[src/rtl/alu_serial.sv]
// Bit-serial WIDTH-bit ALU: feeds an internal 1-bit ALU slice one operand bit pair per
// clock, LSB first, with a registered carry, then loads result and flags in one step.
module alu_serial #(
    parameter int unsigned WIDTH = 32
) (
    input  logic             clk,
    input  logic             rst_n,
    input  logic             start,
    input  logic [2:0]       op,
    input  logic [WIDTH-1:0] a,
    input  logic [WIDTH-1:0] b,
    output logic             busy,
    output logic             done,
    output logic [WIDTH-1:0] result,
    output logic             zero,
    output logic             c_out,
    output logic             err
);

    localparam int unsigned CntW = (WIDTH > 2) ? $clog2(WIDTH) : 1;
    localparam logic [CntW-1:0] LastCnt = CntW'(WIDTH - 1);

    typedef enum logic [1:0] {StIdle, StRun, StDone} state_e;

    state_e            state_q, state_d;
    logic [WIDTH-1:0]  a_sh_q, a_sh_d;
    logic [WIDTH-1:0]  b_sh_q, b_sh_d;
    logic [WIDTH-1:0]  r_sh_q, r_sh_d;
    logic [2:0]        op_q, op_d;
    logic              carry_q, carry_d;
    logic [CntW-1:0]   cnt_q, cnt_d;
    logic [WIDTH-1:0]  result_q, result_d;
    logic              zero_q, zero_d;
    logic              c_out_q, c_out_d;
    logic              err_q, err_d;

    logic [2:0]        slice_op;
    logic              slice_b;
    logic              slice_r;
    logic              slice_c;
    logic              supported;
    logic [WIDTH-1:0]  r_sh_next;
    logic [WIDTH-1:0]  res_new;

    // 1-bit ALU slice; SLT runs as SUB so the difference bit appears on r.
    always_comb begin
        slice_op = (op_q == 3'b111) ? 3'b110 : op_q;
        slice_b  = b_sh_q[0] ^ slice_op[2];
        slice_r  = 1'b0;
        slice_c  = 1'b0;
        case (slice_op)
            3'b000: slice_r = a_sh_q[0] & b_sh_q[0];
            3'b001: slice_r = a_sh_q[0] | b_sh_q[0];
            3'b010, 3'b110: begin
                slice_r = a_sh_q[0] ^ slice_b ^ carry_q;
                slice_c = (a_sh_q[0] & slice_b) | (carry_q & (a_sh_q[0] ^ slice_b));
            end
            default: begin
                slice_r = 1'b0;
                slice_c = 1'b0;
            end
        endcase
    end

    always_comb begin
        supported = 1'b0;
        case (op_q)
            3'b000, 3'b001, 3'b010, 3'b110, 3'b111: supported = 1'b1;
            default: supported = 1'b0;
        endcase
    end

    assign r_sh_next = {slice_r, r_sh_q[WIDTH-1:1]};

    always_comb begin
        state_d  = state_q;
        a_sh_d   = a_sh_q;
        b_sh_d   = b_sh_q;
        r_sh_d   = r_sh_q;
        op_d     = op_q;
        carry_d  = carry_q;
        cnt_d    = cnt_q;
        result_d = result_q;
        zero_d   = zero_q;
        c_out_d  = c_out_q;
        err_d    = err_q;
        res_new  = '0;
        case (state_q)
            StIdle: begin
                if (start) begin
                    a_sh_d  = a;
                    b_sh_d  = b;
                    op_d    = op;
                    cnt_d   = '0;
                    carry_d = op[2];
                    state_d = StRun;
                end
            end
            StRun: begin
                a_sh_d  = a_sh_q >> 1;
                b_sh_d  = b_sh_q >> 1;
                r_sh_d  = r_sh_next;
                carry_d = slice_c;
                cnt_d   = cnt_q + CntW'(1);
                if (cnt_q == LastCnt) begin
                    state_d = StDone;
                    if (!supported) begin
                        result_d = '0;
                        zero_d   = 1'b1;
                        c_out_d  = 1'b0;
                        err_d    = 1'b1;
                    end else begin
                        // SLT reports the uncorrected sign of a-b.
                        res_new  = (op_q == 3'b111) ? {{(WIDTH-1){1'b0}}, slice_r} : r_sh_next;
                        result_d = res_new;
                        zero_d   = (res_new == '0);
                        c_out_d  = slice_c;
                        err_d    = 1'b0;
                    end
                end
            end
            StDone: begin
                state_d = StIdle;
                err_d   = 1'b0;
            end
            default: state_d = StIdle;
        endcase
    end

    always_ff @(posedge clk or negedge rst_n) begin
        if (!rst_n) begin
            state_q  <= StIdle;
            a_sh_q   <= '0;
            b_sh_q   <= '0;
            r_sh_q   <= '0;
            op_q     <= '0;
            carry_q  <= 1'b0;
            cnt_q    <= '0;
            result_q <= '0;
            zero_q   <= 1'b0;
            c_out_q  <= 1'b0;
            err_q    <= 1'b0;
        end else begin
            state_q  <= state_d;
            a_sh_q   <= a_sh_d;
            b_sh_q   <= b_sh_d;
            r_sh_q   <= r_sh_d;
            op_q     <= op_d;
            carry_q  <= carry_d;
            cnt_q    <= cnt_d;
            result_q <= result_d;
            zero_q   <= zero_d;
            c_out_q  <= c_out_d;
            err_q    <= err_d;
        end
    end

    assign busy   = (state_q != StIdle);
    assign done   = (state_q == StDone);
    assign result = result_q;
    assign zero   = zero_q;
    assign c_out  = c_out_q;
    assign err    = err_q;

endmodule
[config.mk]
export PLATFORM = sky130hd
export DESIGN_NAME = alu_serial
export DESIGN_NICKNAME = d
export VERILOG_FILES = /design/src/rtl/alu_serial.sv
export SDC_FILE = /design/constraint.sdc
export NUM_CORES = 1
export LEC_CHECK = 0
export CAP_MARGIN = 0
export CORE_MARGIN = 4
export CORE_UTILIZATION = 53
export DETAILED_ROUTE_END_ITERATION = 7
export PLACE_DENSITY = 0.77
export SLEW_MARGIN = 30
export SYNTH_ARGS = -nofsm -noshare
export SYNTH_HDL_FRONTEND = slang
export SYNTH_SLANG_ARGS = --single-unit
[constraint.sdc]
create_clock -name clk -period 2.7 [get_ports clk]
set_input_delay 0.81 -clock clk [delete_from_list [all_inputs] [get_ports clk]]
set_output_delay 0.81 -clock clk [all_outputs]
set_load 0.03 [all_outputs]
==> results.cfg <==
[final_layout]
nFillCells = 846
final_cell_mix = nand2_1 (173), dfrtp_1 (141), clkdlybuf4s50_1 (104)
antenna_cells = 0
area_growth_pct = 27.50
fin_nets = 744
final_common_cell = nand2_1
layout-drive-gt1-share_pct = 6.618

[sta]
worst_slew_pin_slew_ps = 812.0
rsz0062_at_grt = false
finalCriticalPeriod_ps = 2549
fin_ws_ps = 150.9
hold_viol = 0
slew_headroom_pct = 45.87
fmax_mhz = 392.3
final-setup-viol-count = 0
fin_worst_skew_ps = 10.87
final_max_slew_viol_count = 0
finalCritPeriodShare_pct = 94.41
setup_tns_ps = 0

[synth]
synth.top_cell.area_share_pct = 58.26
synth_cells = 573
syn_area_um2 = 6056
syn_nets = 646
yosysWarnings = 0
synth.top_cells.by_area = dfrtp_1 (58%), nand2_1 (11%), mux2i_1 (10%), o21ai_1 (6.2%), a22o_1 (4.5%)
yosysTopAreaCell = dfrtp_1
ys_seq_area_share_pct = 58.26
ys_seq_elements = 141
ys_types = 40
avgSynthCellArea_um2 = 10.57

[power_and_ir_drop]
intPower_uw = 5163
switching_share_pct = 35.26
switchingPower_uw = 2811
combPwrFrac_pct = 31.0
p_leak_uw = 0.003406
ir_drop_mv = 0.5140
p_per_area_nw_per_um2 = 1033
p_seq_share_pct = 42.9
power_frac_clock_pct = 26.1

[clock_tree]
cts_tree = done
hold_buffers = 0
clk_pin_slew_ps = 50
cts_buffers = 17
clk_latency_ps = 410
htreeDepth = 4
cts_setup_buffers = 0
clock-root-buffer = clkbuf_16
clockBufferDepth = 2
numClockSinks = 141
cts-resized-gates = 0

[worst_setup_path]
crit_chain = or2_2 -> clkdlybuf4s50_1
required_ps = 1890
cp_slowest_cell = clkdlybuf4s50_1
slowest_delay_ps = 590
reg2reg_to = result[11]
worst_setup_path_end_kind = output pin
critPathLaunchType = flip-flop
setup.worst_path.class = flip-flop to output pin
worstReg2RegStart = cnt_q[0]
worstPathArrival_ps = 1740
path_max_fanout = 5
ff2ff_setup_slack_ps = 650
r2r_cells = 6

[route]
drc = 0
avgRoutedWirePerCell_um = 15.12
vias = 4383
postRouteWirelength_um = 12400
viasPerCell = 5.345
drtIter0Drc = 276
detail-route-antenna-nets = 0
first_pass_iters = 4

[die]
die_h_um = 114.9
ios = 107
die_w_um = 114.9
std_cell_rows = 38
start_util_pct = 54.90
dieArea_um2 = 13200
core_area_um2 = 11030

[run]
maxCapViolations = 0

[grt]
grt_max_degree = 126
grt_pass1_wl_um = 21160
grt_overflow = 0
track_usage_pct = 20.03
antenna_found_initial = 0
grt_pass1_vias = 4426

[worst_hold_path]
min_path_type = primary input to asynchronous set/reset pin

[placed_design]
routabilityCongestion = 0.8136
port_buffers = 106
pre_cts_slack_ps = 250.8
hpwl_um = 8509

[run_status]
status = finished clean
[sequential cells by signal (all words and copies together) (netlist names)]
| signal | flops |
|---|---|
| cnt_q | 5 |
| carry_q | 1 |
| r_sh_q | 31 |
| zero | 1 |
| result | 32 |
| state_q | 2 |
| c_out | 1 |
| op_q | 3 |
| a_sh_q | 32 |
| err | 1 |
| b_sh_q | 32 |
[power groups by stage]
| stage | Clock (uW) | Sequential (uW) | Combinational (uW) |
|---|---|---|---|
| floorplan | 0 | 3470 | 1680 |
| global placement | 0 | 3410 | 2390 |
| detailed placement | 0 | 3430 | 2500 |
| CTS | 2120 | 3420 | 2510 |
| global route | 2220 | 3520 | 2790 |
| finish | 2080 | 3420 | 2470 |
[Yosys cell counts, drive strengths merged]
cell,instances
a22o,31
o2111ai,1
mux2,1
xnor2,1
clkbuf,11
a221o,1
nand3,4
nand2,174
nor3b,1
and3,1
nand3b,1
or2,1
a21oi,1
nor3,1
o21a,2
dfrtp,141
o311ai,1
fa,1
a211oi,1
ha,2
xor2,1
buf,27
nor4,7
o21bai,1
nand4,1
maj3,1
nand2b,1
o31ai,2
inv,7
nor2,6
mux2i,61
nor2b,2
o21ai,78
[worst max-delay path: cells and delay by family (launching register included)]
family	cells	cell delay, ps
buffers and inverters	1	590
DFF	1	440
and+or+nand+nor	1	300
[cell families (layout without fill, tap and decap cells)]
family	Yosys count	after routing	share of synthesized area (%)
AOI/OAI and AO/OA	119	119	12.21
adders and majority gates	4	4	0.9090
and+or+nand+nor	200	200	13.62
xor gates and xnor gates	2	2	0.2893
muxes	62	62	10.27
buffers and inverters	45	152	4.442
DFF	141	141	58.26
[how the worst max path moves through the flow]
stage | start | endpoint | slack, ps | cells after the start
after global routing | state_q[1] | busy | 80 | 2
after floorplan | start | a_sh_q[20] | 910 | 6
after detailed placement | start | b_sh_q[13] | 250 | 6
final | state_q[1] | busy | 150 | 2
after CTS | state_q[1] | done | 30 | 2
after global placement | start | a_sh_q[18] | 300 | 6
[metal layers]
layer	global-route usage [%]	vias up	share of wire, %	wire (um)
met5	0	-	0	0
met4	4.930	0	0.91	113
met3	7.053	9	6.4	791
met2	31.40	94	49	6052
met1	27.03	2126	44	5441
li1	-	2154	-	-
[through the flow]
| step | std cells | area [um2] | util [%] | hold slack [ps] | total power (uW) |
|---|---|---|---|---|---|
| finish | 820 | 7721 | 70.00 | 404.6 | 7974 |
| global route | 820 | 7721 | 70.00 | 438.2 | 8533 |
| detailed placement | 792 | 7199 | 65.27 | 471.4 | 5936 |
| global placement | 792 | 7196 | 65.23 | 463.0 | 5796 |
| floorplan | 573 | 6056 | - | 445.6 | 5150 |
| CTS | 820 | 7719 | 69.98 | 412.5 | 8044 |
[cell type report]
class | instances | area, um2 | share of cell area, %
Clock inverter | 8 | 72.57 | 0.9399
Clock buffer | 20 | 446.7 | 5.785
Multi-Input combinational cell | 387 | 2271 | 29.41
Timing Repair Buffer | 117 | 1201 | 15.56
Tap cell | 140 | 175.2 | 2.269
Sequential cell | 141 | 3528 | 45.70
Inverter | 7 | 26.28 | 0.3403
Note: power is estimated with default switching activity, not from simulation.
